$ cat src/rtl/full_add_4.sv
// Registered ripple-carry adder slice: a + b + c_in captured one clock after
// in_valid, with carry-out, signed-overflow and zero flags and a valid strobe.
module full_add_4 #(
  parameter int WIDTH = 4
) (
  input  logic             clk,
  input  logic             rst_n,
  input  logic             in_valid,
  input  logic [WIDTH-1:0] a,
  input  logic [WIDTH-1:0] b,
  input  logic             c_in,
  output logic [WIDTH-1:0] sum,
  output logic             c_out,
  output logic             ovf,
  output logic             zero,
  output logic             out_valid
);

  logic [WIDTH-1:0] sum_next;
  logic             carry;
  logic             carry_msb;

  // Ripple chain; carry walks the cells as a local variable, carry_msb keeps
  // the carry entering the top cell for the overflow flag.
  always_comb begin
    carry     = c_in;
    carry_msb = 1'b0;
    sum_next  = '0;
    for (int i = 0; i < WIDTH; i++) begin
      sum_next[i] = a[i] ^ b[i] ^ carry;
      if (i == WIDTH - 1) carry_msb = carry;
      carry = (a[i] & b[i]) | (carry & (a[i] ^ b[i]));
    end
  end

  always_ff @(posedge clk) begin
    if (!rst_n) begin
      sum       <= '0;
      c_out     <= 1'b0;
      ovf       <= 1'b0;
      zero      <= 1'b0;
      out_valid <= 1'b0;
    end else if (in_valid) begin
      sum       <= sum_next;
      c_out     <= carry;
      ovf       <= carry ^ carry_msb;
      zero      <= (sum_next == '0);
      out_valid <= 1'b1;
    end else begin
      out_valid <= 1'b0;
    end
  end

endmodule

$ cat config.mk
export PLATFORM = sky130hd
export DESIGN_NAME = full_add_4
export DESIGN_NICKNAME = d
export VERILOG_FILES = /design/src/rtl/full_add_4.sv
export SDC_FILE = /design/constraint.sdc
export NUM_CORES = 1
export LEC_CHECK = 0
export ABC_AREA = 1
export CORE_MARGIN = 5
export CORE_UTILIZATION = 27
export DETAILED_ROUTE_END_ITERATION = 10
export HOLD_SLACK_MARGIN = 0.12
export PLACE_DENSITY = 0.67
export SLEW_MARGIN = 5
export SYNTH_ARGS = -nofsm -noshare
export SYNTH_HDL_FRONTEND = slang
export SYNTH_SLANG_ARGS = --single-unit
$ cat constraint.sdc
create_clock -name clk -period 2.59 [get_ports clk]
set_clock_uncertainty 0.1 [all_clocks]
set_input_delay 0.6475 -clock clk [delete_from_list [all_inputs] [get_ports clk]]
set_output_delay 0.6475 -clock clk [all_outputs]
set_load 0.1 [all_outputs]
Yosys cells after proc, flatten, opt, wreduce, memory -nomap -nowiden
Cells that the tools add are included.
{ "totals": {"wordCells": 28, "inputBits": 12, "out_inout_bits": 8, "regBits": 8} }
{ "classes": {"bitwise_logic": 21, "reduce_logical": 1, "muxes": 1} }
{ "op_table": {"columns": ["op", "n"], "rows": [
  ["bitwise XOR 1 bit", 9],
  ["AND 1 bit", 8],
  ["logical NOT 4 bit", 1],
  ["bitwise OR 1 bit", 4],
  ["2-to-1 mux 1 bit", 1]
]} }

Depth between registers and ports, before layout
{ "logic_depth": {"ltp_word": 10, "depth_mapped": 9, "depth_no_buf": 9} }

Worst setup path after synthesis
Ideal clock, no wire load.
{ "synth_path": {"kind": "input -> register", "start": "input a[0]", "end": "register zero", "required_ns": 2.373, "setup_slack_ns": -0.096, "arrival_ns": 2.470, "cell_stages": 7, "setup_ns": 0.117, "path_buffers": 0, "cell_sequence": "fa_1 fa_1 fa_1 inv_1 fa_1 nand3_2 a21oi_2"} }
{ "synth_between": {"elab_chain_cells": 9, "word_cells_on_any_way": 13, "cone_classes": "bitwise (12); reduce/logical (1)"} }
{ "synth_rtl": {"columns": ["item", "line", "text"], "rows": [
  ["from (decl)", "9", "input logic [WIDTH-1:0] a,"],
  ["bitwise XOR 1 bit", "30, 32", null],
  ["AND 1 bit", "32", "carry = (a[i] & b[i]) | (carry & (a[i] ^ b[i]));"],
  ["bitwise OR 1 bit", "32", null],
  ["AND 1 bit", "32", null],
  ["bitwise OR 1 bit", "32", null],
  ["AND 1 bit", "32", null],
  ["bitwise OR 1 bit", "32", null],
  ["bitwise XOR 1 bit", "30", "sum_next[i] = a[i] ^ b[i] ^ carry;"],
  ["logical NOT 4 bit *", "47", "zero <= (sum_next == '0);"],
  ["to (signal assigned)", "47", null],
  ["to (decl)", "15", "output logic zero,"]
]} }
Mark *: on every way between the ends. The rest lies on a longest branch, timed or not.
A chain may end at the register's enable or synchronous reset.

Worst setup path in the final report
{ "layout_path": {"start": "input c_in", "end": "register zero"} }
{ "layout_between": {"elab_chain_cells": 8, "word_cells_on_any_way": 11, "cone_classes": "bitwise (10); reduce/logical (1)"} }
{ "layout_rtl": {"columns": ["item", "line", "text"], "rows": [
  ["from (decl)", "11", "input logic c_in,"],
  ["AND 1 bit", "32", null],
  ["bitwise OR 1 bit", "32", null],
  ["AND 1 bit", "32", null],
  ["bitwise OR 1 bit", "32", null],
  ["AND 1 bit", "32", null],
  ["bitwise OR 1 bit", "32", null],
  ["bitwise XOR 1 bit", "30", null],
  ["logical NOT 4 bit *", "47", null]
]} }
Marks and branches as above.

==> metrics.txt <==
# TYPE chip_impl_metric gauge
chip_impl_metric{name="drive_gt1_share",unit="%"} 39.71
chip_impl_metric{name="maximum_number_of_pins_on_one_net_before_global_route_repair",unit=""} 12
chip_impl_metric{name="min_delay_path_depth",unit=""} 2
chip_impl_metric{name="dieHeight",unit="µm"} 48.57
chip_impl_metric{name="ios",unit=""} 20
chip_impl_metric{name="portBuffers",unit=""} 19
chip_impl_info{name="ctsRootBufferMaster",value="sky130_fd_sc_hd__clkbuf_4"} 1
chip_impl_metric{name="place_ws",unit="ns"} -0.5303
chip_impl_metric{name="worst_slew_pin_slew",unit="ns"} 0.4269
chip_impl_metric{name="via_per_inst",unit=""} 4.357
chip_impl_metric{name="cellPowerDensity",unit="nW/µm²"} 631.5
chip_impl_info{name="cp-end-kind",value="flip-flop"} 1
chip_impl_info{name="grt_setup_unrepaired",value="false"} 1
chip_impl_metric{name="grt_first_pass_wirelength",unit="µm"} 1393
chip_impl_info{name="crit_path_start_kind",value="input pin"} 1
chip_impl_metric{name="normalized_max_slew_margin",unit="%"} 71.45
chip_impl_metric{name="final_net_count",unit=""} 86
chip_impl_metric{name="cp.required",unit="ns"} 2.64
chip_impl_metric{name="vias",unit=""} 366
chip_impl_info{name="rr_startpoint",value="sum[3]"} 1
chip_impl_info{name="path_common_cell",value="sky130_fd_sc_hd__fa_2"} 1
chip_impl_info{name="cell_by_cell_listing_of_the_critical_path",value="clkdlybuf4s15_1 -> fa_2 -> fa_2 -> fa_2 -> inv_2 -> fa_1 -> nand3_2 -> a21oi_2"} 1
chip_impl_metric{name="cts_max_path_buffers",unit=""} 2
chip_impl_metric{name="yosys_warnings",unit=""} 0
chip_impl_metric{name="hold_viol_final",unit=""} 0
chip_impl_metric{name="irDropWorstVdd",unit="mV"} 0.2281
chip_impl_metric{name="worstRegToRegCells",unit=""} 2
chip_impl_metric{name="maximum_single_stage_delay_on_the_critical_path",unit="ns"} 0.45
chip_impl_metric{name="die_w",unit="µm"} 48.57
chip_impl_metric{name="timing.max_cap.violations",unit=""} 0
chip_impl_metric{name="fp.coreArea",unit="µm²"} 1454
chip_impl_info{name="crit_path_kind",value="input pin to flip-flop"} 1
chip_impl_metric{name="finalSetupViolCount",unit=""} 0
chip_impl_metric{name="design.die.area",unit="µm²"} 2359
chip_impl_info{name="hold_path.startpoint",value="sum[0]"} 1
chip_impl_metric{name="wire_per_inst",unit="µm"} 10.45
chip_impl_metric{name="stdcell_count",unit=""} 84
chip_impl_metric{name="insertion_delay",unit="ns"} 0.26
chip_impl_metric{name="clock-sinks",unit=""} 8
chip_impl_metric{name="synth.ff_latch_count",unit=""} 8
chip_impl_info{name="cp_slowest_cell",value="sky130_fd_sc_hd__fa_1"} 1
chip_impl_metric{name="grt_pass1_vias",unit=""} 347
chip_impl_metric{name="crit_arrival",unit="ns"} 2.56
chip_impl_metric{name="final.setup.tns",unit="ns"} 0
chip_impl_metric{name="remaining_design_rule_violation_count",unit=""} 0
chip_impl_metric{name="floorplan.initialDensity",unit="%"} 27.62
chip_impl_metric{name="finalCriticalPeriod",unit="ns"} 2.509
chip_impl_metric{name="placementRows",unit=""} 14
chip_impl_info{name="cts_tree",value="built"} 1
chip_impl_metric{name="drt-pass1-iter-count",unit=""} 1
chip_impl_info{name="hold_path.class",value="flip-flop to flip-flop"} 1
chip_impl_metric{name="achievable-frequency",unit="GHz"} 0.3986
chip_impl_metric{name="final_weighted_congestion_in_routability_driven_placement",unit=""} 0.6514
chip_impl_metric{name="synth.net_count",unit=""} 60
chip_impl_metric{name="synth.cell_area",unit="µm²"} 401.6
chip_impl_metric{name="final_max_slew_viol_count",unit=""} 0
chip_impl_metric{name="highest_fanout_seen_on_the_critical_path",unit=""} 2
chip_impl_metric{name="drt-initial-drc-count",unit=""} 0
chip_impl_metric{name="dp_cells",unit=""} 80
chip_impl_metric{name="synth-seq-area-share",unit="%"} 39.88
chip_impl_metric{name="clkSlewWorstSetupHoldPaths",unit="ns"} 0.05
chip_impl_metric{name="cts_made_buffers",unit=""} 3
chip_impl_metric{name="wirelength",unit="µm"} 878
chip_impl_metric{name="synthesis.area_per_instance",unit="µm²"} 9.128
chip_impl_metric{name="count_of_antenna_diodes_in_the_layout",unit=""} 0
chip_impl_info{name="critical_path.startpoint",value="c_in"} 1
chip_impl_metric{name="flow.area_growth_from_synthesis",unit="%"} 56.07
chip_impl_metric{name="cellLeakagePower",unit="nW"} 0.2866
chip_impl_metric{name="postSynthCellCount",unit=""} 44
chip_impl_metric{name="antenna_violations_before_repair",unit=""} 0
chip_impl_metric{name="gr-total-overflow",unit=""} 0
chip_impl_info{name="status",value="complete, no violations"} 1
chip_impl_metric{name="post_dp_hpwl",unit="µm"} 737.7
chip_impl_metric{name="postRouteAntennaNets",unit=""} 0
chip_impl_metric{name="track_usage",unit="%"} 8.081
chip_impl_metric{name="timing.final.crit_share",unit="%"} 96.87
chip_impl_metric{name="htree_num_levels",unit=""} 1
chip_impl_metric{name="netlist-cell-type-count",unit=""} 16
chip_impl_metric{name="worst_slack",unit="ns"} 0.08095
cells in the mapped netlist (all sizes together):
cell type	number	area, µm²
a21oi	4	23.77
buf	1	11.26
dfxtp	8	160.2
fa	4	80.08
inv	7	26.28
nand2	6	22.52
nand3	2	15.01
nor2	7	36.29
o21ai	4	20.02
or2	1	6.260
flip-flops by register name (all words and copies together) (netlist names):
signal and count:
sum 4, ovf 1, zero 1, out_valid 1, c_out 1
worst paths after layout:
path                 end  slack, ns
setup / recovery    zero       0.08
hold / removal    sum[0]       0.38
setup reg to reg  sum[3]       1.84
hold reg to reg   sum[0]       0.38
worst max-delay path: cells and delay by family:
family | cells | cell delay [ns]
buffers and inverters | 2 | 0.24
AOI/OAI and AO/OA | 1 | 0.04
adders and majority gates | 4 | 1.54
and+or+nand+nor | 1 | 0.09
area by class of cell:
cell class              instances  area, µm²
clock buffers                   3      22.52
well taps                      16      20.02
multi-input cells              28      215.2
flip-flops and latches          8      160.2
repair buffers                 22      182.7
fillers                       157      827.0
inverters                       7      26.28
logic make-up (layout without fill, tap and decap cells):
family / Yosys count / count (layout) / synth area share [%]
and+or+nand+nor: 16 / 16 / 19.94
AOI/OAI and AO/OA: 8 / 8 / 10.90
DFF: 8 / 8 / 39.87
buffers and inverters: 8 / 32 / 9.347
adders and majority gates: 4 / 4 / 19.94
stage by stage:
stage	hold slack (ns)	instance area [µm²]	utilization, %	power, mW
after floorplan	0.6451	409.1	-	0.2538
after global routing	0.4085	626.9	43.12	0.4181
after global placement	0.3530	603.1	41.48	0.2985
after detailed placement	0.3787	603.1	41.48	0.3006
after CTS	0.3874	625.6	43.03	0.3993
final	0.3808	626.9	43.12	0.3958
per-layer routing:
metal | track usage, % | wire (µm)
met3 | 7.055 | 92
met1 | 7.880 | 359
met5 | 0 | 0
met4 | 4.036 | 11
met2 | 11.74 | 414
cells in the final DEF, fill, tap and decap left out:
master,count
sky130_fd_sc_hd__buf_4,11
sky130_fd_sc_hd__dfxtp_1,8
sky130_fd_sc_hd__clkdlybuf4s50_1,8
sky130_fd_sc_hd__nand2_1,6
sky130_fd_sc_hd__nor2_1,5
sky130_fd_sc_hd__inv_1,4
sky130_fd_sc_hd__inv_2,3
sky130_fd_sc_hd__fa_2,3
sky130_fd_sc_hd__clkbuf_4,3
sky130_fd_sc_hd__o21ai_0,2
sky130_fd_sc_hd__a21oi_1,2
sky130_fd_sc_hd__o21ai_1,2
sky130_fd_sc_hd__a21oi_2,2
sky130_fd_sc_hd__clkbuf_2,2
sky130_fd_sc_hd__nor2_4,1
sky130_fd_sc_hd__or2_1,1
sky130_fd_sc_hd__nand3_1,1
sky130_fd_sc_hd__nor2_2,1
sky130_fd_sc_hd__nand3_2,1
sky130_fd_sc_hd__fa_1,1
sky130_fd_sc_hd__clkdlybuf4s15_1,1
what timing repair did:
item,in CTS,in global routing
endpoints found under the setup margin,4,2
pin swaps,5,5
buffers inserted,0,1
resized for setup,4,5
hold buffers,0,0
power breakdown:
part	leakage [nW]	internal (mW)	switching [mW]	total, mW
logic	0.207	0.0519	0.108	0.159
clock network	0.0138	0.0532	0.0447	0.0979
registers	0.0662	0.133	0.00538	0.138
total	0.287	0.238	0.158	0.396
No activity file was read; power rests on OpenSTA's default activity.
